[config.mk]
export PLATFORM = sky130hd
export DESIGN_NAME = pla_dut_top
export DESIGN_NICKNAME = d
export VERILOG_FILES = /design/src/rtl/pla_dut_top.sv
export SDC_FILE = /design/constraint.sdc
export NUM_CORES = 1
export LEC_CHECK = 0
export BUFFER_PORTS_ARGS = -buffer_cell sky130_fd_sc_hd__buf_2
export CAP_MARGIN = 25
export CORE_MARGIN = 2
export CORE_UTILIZATION = 60
export DETAILED_ROUTE_END_ITERATION = 7
export PLACE_DENSITY = 0.83
export SLEW_MARGIN = 20
export SYNTH_ARGS = -nofsm -noshare
export SYNTH_HDL_FRONTEND = slang
export SYNTH_SLANG_ARGS = --single-unit
[constraint.sdc]
create_clock -name I_312m5_clk -period 7.85 [get_ports I_312m5_clk]
set_input_delay 1.1775 -clock I_312m5_clk [delete_from_list [all_inputs] [get_ports I_312m5_clk]]
set_output_delay 1.1775 -clock I_312m5_clk [all_outputs]
set_load 0.005 [all_outputs]
[src/rtl/pla_dut_top.sv]
// XGMII monitor/forwarder: per-port frame FSM, forward/blank, stats, 16-bit localbus.
// Latency: 1 cycle data path, 1 cycle read. No backpressure. Optional: PLA_CNT_SAT_EN (saturating counters).
module pla_dut_top #(
   parameter int NPORT   = 4,
   parameter int MIN_LEN = 64,
   parameter int MAX_LEN = 1522
) (
   input  logic        I_312m5_clk,
   input  logic        I_rst,
   input  logic [31:0] I_xgmii_txd,
   input  logic [3:0]  I_xgmii_txc,
   input  logic [1:0]  I_xgmii_port,
   input  logic        I_lb_cs_n,
   input  logic        I_lb_wr_n,
   input  logic        I_lb_rd_n,
   input  logic [15:0] I_lb_addr,
   input  logic [15:0] I_lb_din,
   output logic [15:0] O_lb_dout,
   output logic [31:0] O_xgmii_txd,
   output logic [3:0]  O_xgmii_txc,
   output logic [1:0]  O_xgmii_port
);

   localparam logic [31:0] IDLE_WORD = 32'h0707_0707;

   typedef enum logic [1:0] {ST_IDLE, ST_PRE, ST_DATA} st_t;

   st_t             st        [NPORT];
   logic [15:0]     byte_cnt  [NPORT];
   logic [15:0]     tpid      [NPORT];
   logic [NPORT-1:0] fwd_q;

   logic [15:0] good_cnt [NPORT];
   logic [15:0] err_cnt  [NPORT];
   logic [15:0] tag_cnt  [NPORT];
   logic [15:0] last_len [NPORT];

   logic        wr_n_q;
   logic        cnt_clr_q;
   logic        glb_en;
   logic [15:0] port_en;
   logic [3:0]  fwd_en;
   logic [2:0]  tag_en;

   logic        lb_wr;
   logic [15:0] rdata;

   st_t         cur_st, nxt_st;
   logic [15:0] cur_bytes, nxt_bytes, end_len;
   logic        is_sof, is_sfd, is_term;
   logic [1:0]  hi_lane;
   logic [7:0]  term_byte;
   logic [16:0] sum4, sum_tail;
   logic        sof, cap_tpid, pre_err, frame_end, frame_err, tag_hit;
   logic        new_fwd, word_fwd, cnt_ok;

   function automatic logic [15:0] cnt_inc(input logic [15:0] v);
`ifdef PLA_CNT_SAT_EN
      return (v == 16'hFFFF) ? v : v + 16'd1;
`else
      return v + 16'd1;
`endif
   endfunction

   assign lb_wr = !I_lb_cs_n && !I_lb_wr_n && wr_n_q;

   // Localbus register file and read port
   always_ff @(posedge I_312m5_clk) begin
      if (I_rst) begin
         wr_n_q    <= 1'b0;
         cnt_clr_q <= 1'b0;
         glb_en    <= 1'b0;
         port_en   <= '0;
         fwd_en    <= '0;
         tag_en    <= '0;
         O_lb_dout <= '0;
      end else begin
         wr_n_q    <= I_lb_wr_n;
         cnt_clr_q <= lb_wr && (I_lb_addr == 16'h0310) && I_lb_din[0];
         if (lb_wr) begin
            case (I_lb_addr)
               16'h0310: glb_en  <= I_lb_din[1];
               16'h0313: port_en <= I_lb_din & 16'h0F0F;
               16'h0314: fwd_en  <= I_lb_din[3:0];
               16'h031E: tag_en  <= I_lb_din[2:0];
               default: ;
            endcase
         end
         if (!I_lb_cs_n && !I_lb_rd_n)
            O_lb_dout <= rdata;
      end
   end

   always_comb begin
      rdata = '0;
      case (I_lb_addr)
         16'h0310: rdata = {14'd0, glb_en, 1'b0};
         16'h0313: rdata = port_en;
         16'h0314: rdata = {12'd0, fwd_en};
         16'h031E: rdata = {13'd0, tag_en};
         default: begin
            if (I_lb_addr[15:4] == 12'h032) begin
               case (I_lb_addr[1:0])
                  2'd0: rdata = good_cnt[I_lb_addr[3:2]];
                  2'd1: rdata = err_cnt[I_lb_addr[3:2]];
                  2'd2: rdata = tag_cnt[I_lb_addr[3:2]];
                  default: rdata = last_len[I_lb_addr[3:2]];
               endcase
            end
         end
      endcase
   end

   // Word decode; the highest flagged lane is where a terminate must sit
   always_comb begin
      hi_lane = 2'd0;
      for (int i = 0; i < 4; i++)
         if (I_xgmii_txc[i]) hi_lane = 2'(i);
   end

   assign term_byte = I_xgmii_txd[{hi_lane, 3'b000} +: 8];
   assign is_sof    = (I_xgmii_txc == 4'h8) && (I_xgmii_txd == 32'hFB55_5555);
   assign is_sfd    = (I_xgmii_txc == 4'h0) && (I_xgmii_txd == 32'h5555_55D5);
   assign is_term   = (I_xgmii_txc != 4'h0) && (term_byte == 8'hFD);
   assign cur_st    = st[I_xgmii_port];
   assign cur_bytes = byte_cnt[I_xgmii_port];
   assign sum4      = {1'b0, cur_bytes} + 17'd4;
   assign sum_tail  = {1'b0, cur_bytes} + {15'd0, 2'd3 - hi_lane};

   always_comb begin
      nxt_st    = cur_st;
      nxt_bytes = cur_bytes;
      end_len   = cur_bytes;
      sof       = 1'b0;
      cap_tpid  = 1'b0;
      pre_err   = 1'b0;
      frame_end = 1'b0;
      frame_err = 1'b0;
      case (cur_st)
         ST_IDLE: begin
            if (is_sof) begin
               nxt_st    = ST_PRE;
               nxt_bytes = '0;
               sof       = 1'b1;
            end
         end
         ST_PRE: begin
            if (is_sfd) begin
               nxt_st = ST_DATA;
            end else begin
               nxt_st  = ST_IDLE;
               pre_err = 1'b1;
            end
         end
         ST_DATA: begin
            if (I_xgmii_txc == 4'h0) begin
               nxt_bytes = sum4[16] ? 16'hFFFF : sum4[15:0];
               cap_tpid  = (cur_bytes == 16'd12);
            end else if (is_term) begin
               end_len   = sum_tail[16] ? 16'hFFFF : sum_tail[15:0];
               frame_end = 1'b1;
               frame_err = (end_len < 16'(MIN_LEN)) || (end_len > 16'(MAX_LEN));
               nxt_st    = ST_IDLE;
            end else begin
               // Stray control or a new start aborts the frame; a start re-arms the FSM
               frame_end = 1'b1;
               frame_err = 1'b1;
               nxt_st    = is_sof ? ST_PRE : ST_IDLE;
               nxt_bytes = is_sof ? 16'd0 : cur_bytes;
               sof       = is_sof;
            end
         end
         default: nxt_st = ST_IDLE;
      endcase
   end

   assign tag_hit = (end_len >= 16'd14) &&
                    ((tag_en[0] && tpid[I_xgmii_port] == 16'h8100) ||
                     (tag_en[1] && tpid[I_xgmii_port] == 16'h88A8) ||
                     (tag_en[2] && tpid[I_xgmii_port] == 16'h9100));
   assign new_fwd  = glb_en && port_en[I_xgmii_port] && fwd_en[I_xgmii_port];
   assign word_fwd = sof ? new_fwd : ((cur_st == ST_IDLE) ? glb_en : fwd_q[I_xgmii_port]);
   assign cnt_ok   = glb_en && port_en[I_xgmii_port] && port_en[{2'b10, I_xgmii_port}];

   always_ff @(posedge I_312m5_clk) begin
      if (I_rst) begin
         for (int i = 0; i < NPORT; i++) begin
            st[i]       <= ST_IDLE;
            byte_cnt[i] <= '0;
            tpid[i]     <= '0;
         end
         fwd_q <= '0;
      end else begin
         st[I_xgmii_port]       <= nxt_st;
         byte_cnt[I_xgmii_port] <= nxt_bytes;
         if (sof) begin
            tpid[I_xgmii_port]  <= '0;
            fwd_q[I_xgmii_port] <= new_fwd;
         end else if (cap_tpid) begin
            tpid[I_xgmii_port] <= I_xgmii_txd[31:16];
         end
      end
   end

   always_ff @(posedge I_312m5_clk) begin
      if (I_rst || cnt_clr_q) begin
         for (int i = 0; i < NPORT; i++) begin
            good_cnt[i] <= '0;
            err_cnt[i]  <= '0;
            tag_cnt[i]  <= '0;
            last_len[i] <= '0;
         end
      end else if (cnt_ok) begin
         if (pre_err || (frame_end && frame_err))
            err_cnt[I_xgmii_port] <= cnt_inc(err_cnt[I_xgmii_port]);
         if (frame_end && !frame_err)
            good_cnt[I_xgmii_port] <= cnt_inc(good_cnt[I_xgmii_port]);
         if (frame_end)
            last_len[I_xgmii_port] <= end_len;
         if (frame_end && tag_hit)
            tag_cnt[I_xgmii_port] <= cnt_inc(tag_cnt[I_xgmii_port]);
      end
   end

   always_ff @(posedge I_312m5_clk) begin
      if (I_rst) begin
         O_xgmii_txd  <= IDLE_WORD;
         O_xgmii_txc  <= 4'hF;
         O_xgmii_port <= 2'd0;
      end else begin
         O_xgmii_txd  <= word_fwd ? I_xgmii_txd : IDLE_WORD;
         O_xgmii_txc  <= word_fwd ? I_xgmii_txc : 4'hF;
         O_xgmii_port <= I_xgmii_port;
      end
   end

endmodule

# Word-level counts from Yosys, hierarchy flattened
# Memories as Yosys holds them, arrays and structs flattened.
# Cells that the tools add are included.
[classes]
addsub = 6
magnitude_cmp = 7
eq_ne = 17
shift = 1
mux = 97
bitwise_logic = 2
n_reduce_logical = 44
[op_table]
columns = ["operator", "n"]
rows = [
  ["two-way mux 16 bit", 16],
  ["OR reduction 16 bit", 6],
  ["== test 16 x 10 -> 1 bit (second input constant)", 4],
  ["one-hot mux 16 bit (4 select lines)", 1],
  ["two-way mux 1 bit", 57],
  ["adder 16 x 1 -> 16 bit (second input constant)", 3],
  ["== test 16 bit (second input constant)", 3],
  ["one-hot mux 16 bit (3 select lines)", 1],
  ["== test 32 x 31 -> 1 bit (second input constant)", 1],
  ["== test 32 bit (second input constant)", 1],
  ["one-hot mux 16 bit (2 select lines)", 1],
  ["indexed part select 32 x 6 -> 8 bit", 1],
  ["two-way mux 2 bit", 13],
  ["logical AND 1 bit", 19],
  ["adder 16 x 2 -> 17 bit", 1],
  ["adder 16 x 3 -> 17 bit (second input constant)", 1],
  ["== test 16 x 4 -> 1 bit (second input constant)", 1],
  [">= comparator 16 x 4 -> 1 bit (second input constant)", 1],
  ["greater-than comparator 16 x 11 -> 1 bit (second input constant)", 1],
  ["< comparator 16 x 7 -> 1 bit (second input constant)", 1],
  ["== test 12 x 6 -> 1 bit (second input constant)", 1],
  ["binary-select mux 1 bit (select 2 bit)", 4],
  ["== test 8 bit (second input constant)", 1],
  ["AND reduction 2 bit", 4],
  ["20 further kinds", 31],
]
[word_totals]
reg_bits = 76
ramBits = 392
in_bits = 75
output_inout_bits = 54
word_cells = 192
mem_count = 7
[memory_table]
columns = ["memory", "depth", "word_bits", "rd", "rd_ports_with_merged_regs", "write_ports", "line", "source"]
rows = [
  ["byte_cnt", 4, 16, 1, 0, 4, "29", "logic [15:0] byte_cnt [NPORT];"],
  ["err_cnt", 4, 16, 2, 0, 4, "34", "logic [15:0] err_cnt [NPORT];"],
  ["good_cnt", 4, 16, 2, 0, 4, "33", "logic [15:0] good_cnt [NPORT];"],
  ["last_len", 4, 16, 1, 0, 4, "36", "logic [15:0] last_len [NPORT];"],
  ["tag_cnt", 4, 16, 2, 0, 4, "35", "logic [15:0] tag_cnt [NPORT];"],
  ["tpid", 4, 16, 1, 0, 4, "30", "logic [15:0] tpid [NPORT];"],
  ["+1 memories", "-", "-", "-", "-", "-", "-", ""],
]

# Longest topological paths before layout
# Gate-level depths: netlist of run 1.
[logic_depth]
depth_word = 19
ltp_mapped = 22
mapped_depth_nobuf = 13

# Worst setup path before layout of run 1
# No wires, ideal clock.
[synth_timing]
path_type = "input to register"
startpoint = "input port I_xgmii_port[0]"
endpoint = "memory tag_cnt[2][0], enable pin"
setup_ns = 0.414
arrival_time_ns = 6.488
required_ns = 7.436
path_slack_ns = 0.948
cell_stages = 20
path_buffers = 8
path_cell_list = "buf_4 > buf_6 > buf_6 > buf_6 > buf_4 > buf_2 > mux4_2 > ha_1 > inv_1 > fa_1 > clkbuf_1 > nor3b_1 > a22o_1 > nand2_2 > or3_1 > and4_4 > o311ai_2 > nor3_2 > buf_2 > o31ai_1"
[synth_rtl]
columns = ["element", "line", "source"]
rows = [
  ["from (decl)", "12", "input logic [1:0] I_xgmii_port,"],
  ["to (decl)", "35", ""],
]

==> results of run 1 <==
flip-flops by register name (all words and copies together), names as in the netlist:
signal,cells
O_xgmii_port,2
byte_cnt,64
st,8
port_en,8
err_cnt,64
O_lb_dout,16
fwd_q,4
cnt_clr_q,1
tpid,64
good_cnt,64
O_xgmii_txd,32
last_len,64
fwd_en,4
wr_n_q,1
tag_en,3
O_xgmii_txc,4
glb_en,1
tag_cnt,64
layout make-up:
class	instances	area, sq um
clock buffer	58	1280
clock inverter	29	203.9
fill	2614	12710
inverter	44	165.2
multi-input combinational	1224	9494
sequential	468	13290
tap	518	648.1
timing repair buffer	161	938.4
layer usage:
layer | up-vias | routed length (um) | part of all wire (%)
met1 | 8258 | 21780 | 35
li1 | 7238 | - | -
met2 | 1111 | 31070 | 50
met5 | - | 0 | 0
met3 | 230 | 6505 | 10
met4 | 0 | 2969 | 4.8
power breakdown:
| group | switching (mW) | total [mW] | internal, mW | leakage [nW] |
|---|---|---|---|---|
| Sequential | 0.0447 | 2.84 | 2.79 | 4.47 |
| Combinational | 0.393 | 0.628 | 0.235 | 3.79 |
| Clock | 0.936 | 2.19 | 1.25 | 0.730 |
| Total | 1.37 | 5.65 | 4.28 | 8.99 |
worst paths after layout:
kind	startpoint	to	slack, ns	depth (start not counted)
setup / recovery	I_xgmii_port[0]	tag_cnt[0][15]$_SDFFCE_PN0P_	1.99	11
hold / removal	port_en[8]$_SDFFE_PP0P_	port_en[8]$_SDFFE_PP0P_	0.47	2
setup reg to reg	byte_cnt[0][0]$_SDFFCE_PN0P_	good_cnt[2][4]$_SDFFCE_PN0P_	2.70	13
hold reg to reg	port_en[8]$_SDFFE_PP0P_	port_en[8]$_SDFFE_PP0P_	0.47	2
cell families after synthesis:
group / count (synthesis) / share of synthesized area (%)
simple gates: 805 / 16.87
flops: 468 / 56.33
buf+inv: 186 / 3.664
compound gates: 184 / 5.085
mux: 177 / 15.75
xor+xnor: 51 / 1.893
fa+ha+maj: 7 / 0.4030
cell usage after synthesis, drive strengths merged, types with 18 or more instances:
| cell | instances |
|---|---|
| nor4 | 39 |
| nand3 | 44 |
| or3 | 23 |
| inv | 44 |
| mux4 | 155 |
| nor3 | 102 |
| xnor2 | 18 |
| dfxtp | 76 |
| nand2 | 114 |
| xor2 | 33 |
| a21oi | 45 |
| o21ai | 50 |
| nand4 | 25 |
| edfxtp | 392 |
| nor2 | 306 |
| and2 | 40 |
| buf | 58 |
| clkbuf | 84 |
metrics by stage:
stage          instance area (sq um)  power (mW)
2_1_floorplan                  23600       3.297
4_1_cts                        25960       5.651
5_1_grt                        26020       5.803
3_5_place_dp                   24480       3.492
3_3_place_gp                   24480       3.462
6_report                       26020       5.655
critical path: stages:
cell and delay, ns:
buf_6 0.27, buf_4 0.66, mux4_2 0.68, nor2b_4 0.35
o211ai_2 0.32, or2_0 0.62, o22ai_1 0.51, o311ai_1 0.25
nor3_4 0.47, buf_4 0.62, nor3_1 0.15
==> results.yml, run 1 <==
logic_synthesis:
  syn_avg_cell_area_sq_um: 12.57
  async_flop_share_pct: 0
  ys_seq_elements: 468
  synth_edf_count: 392
  yosys-top-cells-area: "edfxtp_1 (50%), mux4_2 (15%), dfxtp_1 (6.4%), nor2_1 (4.9%), nor3_1 (2.1%)"
  syn-num-nets: 1960
  synth_top_area_cell: "edfxtp_1"
  syn-cell-area_sq_mm: 0.02360
  ys_seq_area_share_pct: 56.33
  yosysTopAreaCellShare_pct: 49.88
  synth_cells: 1878
  synth.distinct_cells: 84
  yosysWarnings: 0
  synth_ff_type: "edfxtp_1"
placed_design:
  place_ws_ns: 1.498
  hpwl_um: 40210
  dpl.cell_count: 2410
  port-buffer-count: 120
  gp_congestion: 0.8970
global_route:
  grt_pass1_wl_um: 95730
  met3_usage_pct: 5.821
  grt.met1_usage_pct: 38.95
  use_met2_pct: 51.17
  gr-total-overflow: 0
  grt_usage_pct: 30.60
  top_usage_layer: "met2"
  grt_max_degree: 65
  antenna_found_initial: 1
  grt_pass1_vias: 17130
floorplanning:
  io_pins: 129
  core_sq_mm: 0.03874
  die_area_sq_mm: 0.04093
  start_util_pct: 60.92
  fp-row-count: 72
  die_w_um: 202.3
  die_y_um: 202.3
route:
  wl_per_cell_um: 24.91
  vias_per_cell: 6.729
  vias: 16840
  drtIter0Drc: 2187
  wirelength_um: 62320
  post-route-drc-count: 0
  ant_nets: 0
  drt_first_pass_iters: 6
timing:
  maxSlewHeadroom_pct: 35.43
  slew_violations: 0
  layout_setup_ws_ns: 1.987
  min_period_ns: 5.863
  fmax_mhz: 170.6
  hold_violations: 0
  finalCritPeriodShare_pct: 74.69
  rsz0062_at_grt: "no"
  whs_ns: 0.4735
  fin_skew_ns: 0.02016
  setup_tns_ns: 0
  worst_pin_slew_ns: 0.9643
  setup_violations: 0
worst_setup_path:
  worstSetupStartpointType: "input port"
  crit_arrival_ns: 6.16
  cp_max_fo: 64
  required_ns: 8.14
  end_kind: "flop"
  path_class: "in -> reg"
clock_network:
  cts-hold-fix-buffers: 0
  numCtsBuffers: 47
  cts_tree: "done"
  cts_root_buffer: "clkbuf_16"
  cts.repair.resized: 0
  clk_pin_slew_ns: 0.06
  max-clock-path-buffers: 3
  htree_num_levels: 2
  clock_sinks: 468
  cts_setup_buffers: 0
  worstSkewPairLatency_ns: 0.58
layout:
  finalNonFillerCells: 2502
  nNetsFinal: 2028
  area_delta_synth_final_pct: 10.28
  drive_gt1_share_pct: 21.47
  antenna_cells: 0
  layout_common_cells: "edfxtp_1 (392), nor2_1 (305), mux4_2 (155), buf_2 (117), nand2_1 (112)"
  postLayoutCoreUtil_pct: 67.18
  final_common_cell: "edfxtp_1"
hold_path:
  hold_path_class: "reg -> reg"
run_status:
  status: "finished clean"
power:
  power.leakage_nw: 8.991
  power.density_mw_per_mm2: 217.3
  vdd_ir_drop_max_mv: 0.2326
job:
  maxCapViolations: 0
No activity file was read; power rests on OpenSTA's default activity.
==> run 2, diff against run 1 <==
- CORE_UTILIZATION: 60 -> 56
- PLACE_DENSITY: 0.83 -> 0.81
- clock period: 7.85 -> 5.3 ns (I/O delays scaled with it)
==> run 2 against run 1 <==
Register-to-register slack worse by 2.0 ns. Global-route usage down 2.1 points. Final cell count grew 2.5%. First-iteration DRC count is 10% lower. Count of clock-buffer cells in the layout increased by 7. Wire length decreased by 0.87%. Sequential share of layout area is 1.0 points lower. Critical path depth rose by 3. Via count barely moved. Sequential power up 48%. Flip-flop and latch count unchanged.
==> results.yml, run 2 (same netlist as run 1, synthesis figures left out) <==
run_status:
  status: "finished clean"
placed_design:
  hpwl_um: 41290
  gp_congestion: 0.9636
  port-buffer-count: 120
floorplanning:
  die_w_um: 209.3
  io_pins: 129
  core_sq_mm: 0.04176
  fp-row-count: 75
  start_util_pct: 56.51
  die_area_sq_mm: 0.04380
  die_y_um: 209.3
job:
  maxCapViolations: 0
timing:
  rsz0062_at_grt: "no"
  hold_violations: 0
  finalCritPeriodShare_pct: 88.52
  slew_violations: 0
  fin_skew_ns: 0.03386
  min_period_ns: 4.691
  worst_pin_slew_ns: 1.055
  setup_violations: 0
  maxSlewHeadroom_pct: 29.67
  fmax_mhz: 213.2
  setup_tns_ns: 0
global_route:
  grt_max_degree: 65
  grt_pass1_vias: 17170
  grt_usage_pct: 28.46
  antenna_found_initial: 5
  grt_pass1_wl_um: 95360
  gr-total-overflow: 0
power:
  p_total_mw: 8.500
  vdd_ir_drop_max_mv: 0.2989
  power.leakage_nw: 9.237
  power.density_mw_per_mm2: 319.9
clock_network:
  clk_pin_slew_ns: 0.06
  cts-hold-fix-buffers: 0
  cts.repair.resized: 0
  max-clock-path-buffers: 3
  htree_num_levels: 2
  numCtsBuffers: 48
  cts_setup_buffers: 0
  worstSkewPairLatency_ns: 0.61
  clock_sinks: 468
  cts_root_buffer: "clkbuf_16"
  cts_tree: "done"
worst_setup_path:
  worstSetupStartpointType: "input port"
  cp_max_fo: 64
  crit_arrival_ns: 4.98
  path_class: "in -> reg"
  end_kind: "flop"
  required_ns: 5.59
route:
  vias_per_cell: 6.563
  drtIter0Drc: 1963
  wirelength_um: 61780
  drt_first_pass_iters: 6
  ant_nets: 0
  post-route-drc-count: 0
  vias: 16830
  wl_per_cell_um: 24.10
layout:
  area_delta_synth_final_pct: 12.58
  drive_gt1_share_pct: 24.17
  nNetsFinal: 2065
  layout_common_cells: "edfxtp_1 (392), nor2_1 (304), mux4_2 (155), buf_2 (117), nand2_1 (109)"
  final_common_cell: "edfxtp_1"
hold_path:
  hold_path_class: "in -> reg"
run 2: worst paths after layout:
kind,start,cells after the start,slack (ns),end
worst max-delay path,I_xgmii_port[0],14,0.61,tag_cnt[0][12]$_SDFFCE_PN0P_
worst min-delay path,I_xgmii_txd[8],2,0.40,O_xgmii_txd[8]$_SDFF_PP1_
worst max register to register,byte_cnt[2][0]$_SDFFCE_PN0P_,13,0.66,tag_cnt[0][12]$_SDFFCE_PN0P_
worst min register to register,fwd_en[0]$_SDFFE_PP0P_,2,0.47,fwd_en[0]$_SDFFE_PP0P_
run 2: per-layer routing:
metal  routed length (um)  up-vias  GRT usage [%]
li1                     -     7315              -
met1                22740     8318          36.96
met2                30210     1026          47.28
met3                 6258      166          5.372
met4                 2559        2          12.49
met5                   13        -              0
run 2: area by class of cell:
type                       instances  area, sq um
antenna                            2        5.005
clock buffer                      65         1336
clock inverter                    25        219.0
fill                            3039        15190
inverter                          44        165.2
multi-input combinational       1224         9643
sequential                       468        13290
tap                              539        674.4
timing repair buffer             197         1231
run 2: worst max-delay path, stage by stage:
cell and delay, ns:
buf_6 0.16, mux4_2 0.57, ha_4 0.18, inv_1 0.06, fa_1 0.22, and3b_1 0.22
a22o_4 0.31, a31oi_1 0.30, a21oi_1 0.13, o41ai_1 0.42, o2111ai_1 0.24, nor3_4 0.50
buf_4 0.64, nor3_1 0.17
run 2: through the flow:
stage | setup slack, ns | hold WS [ns] | utilization (%) | instance area [sq um] | cells
2_1_floorplan | 0.01025 | 0.4415 | - | 23820 | 1878
5_1_grt | 0.4700 | 0.3984 | 63.61 | 26560 | 2562
6_report | 0.6086 | 0.4043 | 63.62 | 26570 | 2564
3_3_place_gp | 0.2288 | 0.4517 | 59.84 | 24990 | 2471
4_1_cts | 0.7096 | 0.3803 | 63.56 | 26540 | 2561
3_5_place_dp | 0.1028 | 0.4623 | 59.84 | 24990 | 2471
run 2: report_power, final:
part           internal [mW]  switching [mW]  total (mW)
combinational          0.371           0.590       0.961
clock                   1.88            1.46        3.34
sequential              4.14          0.0614        4.20
total                   6.39            2.11        8.50
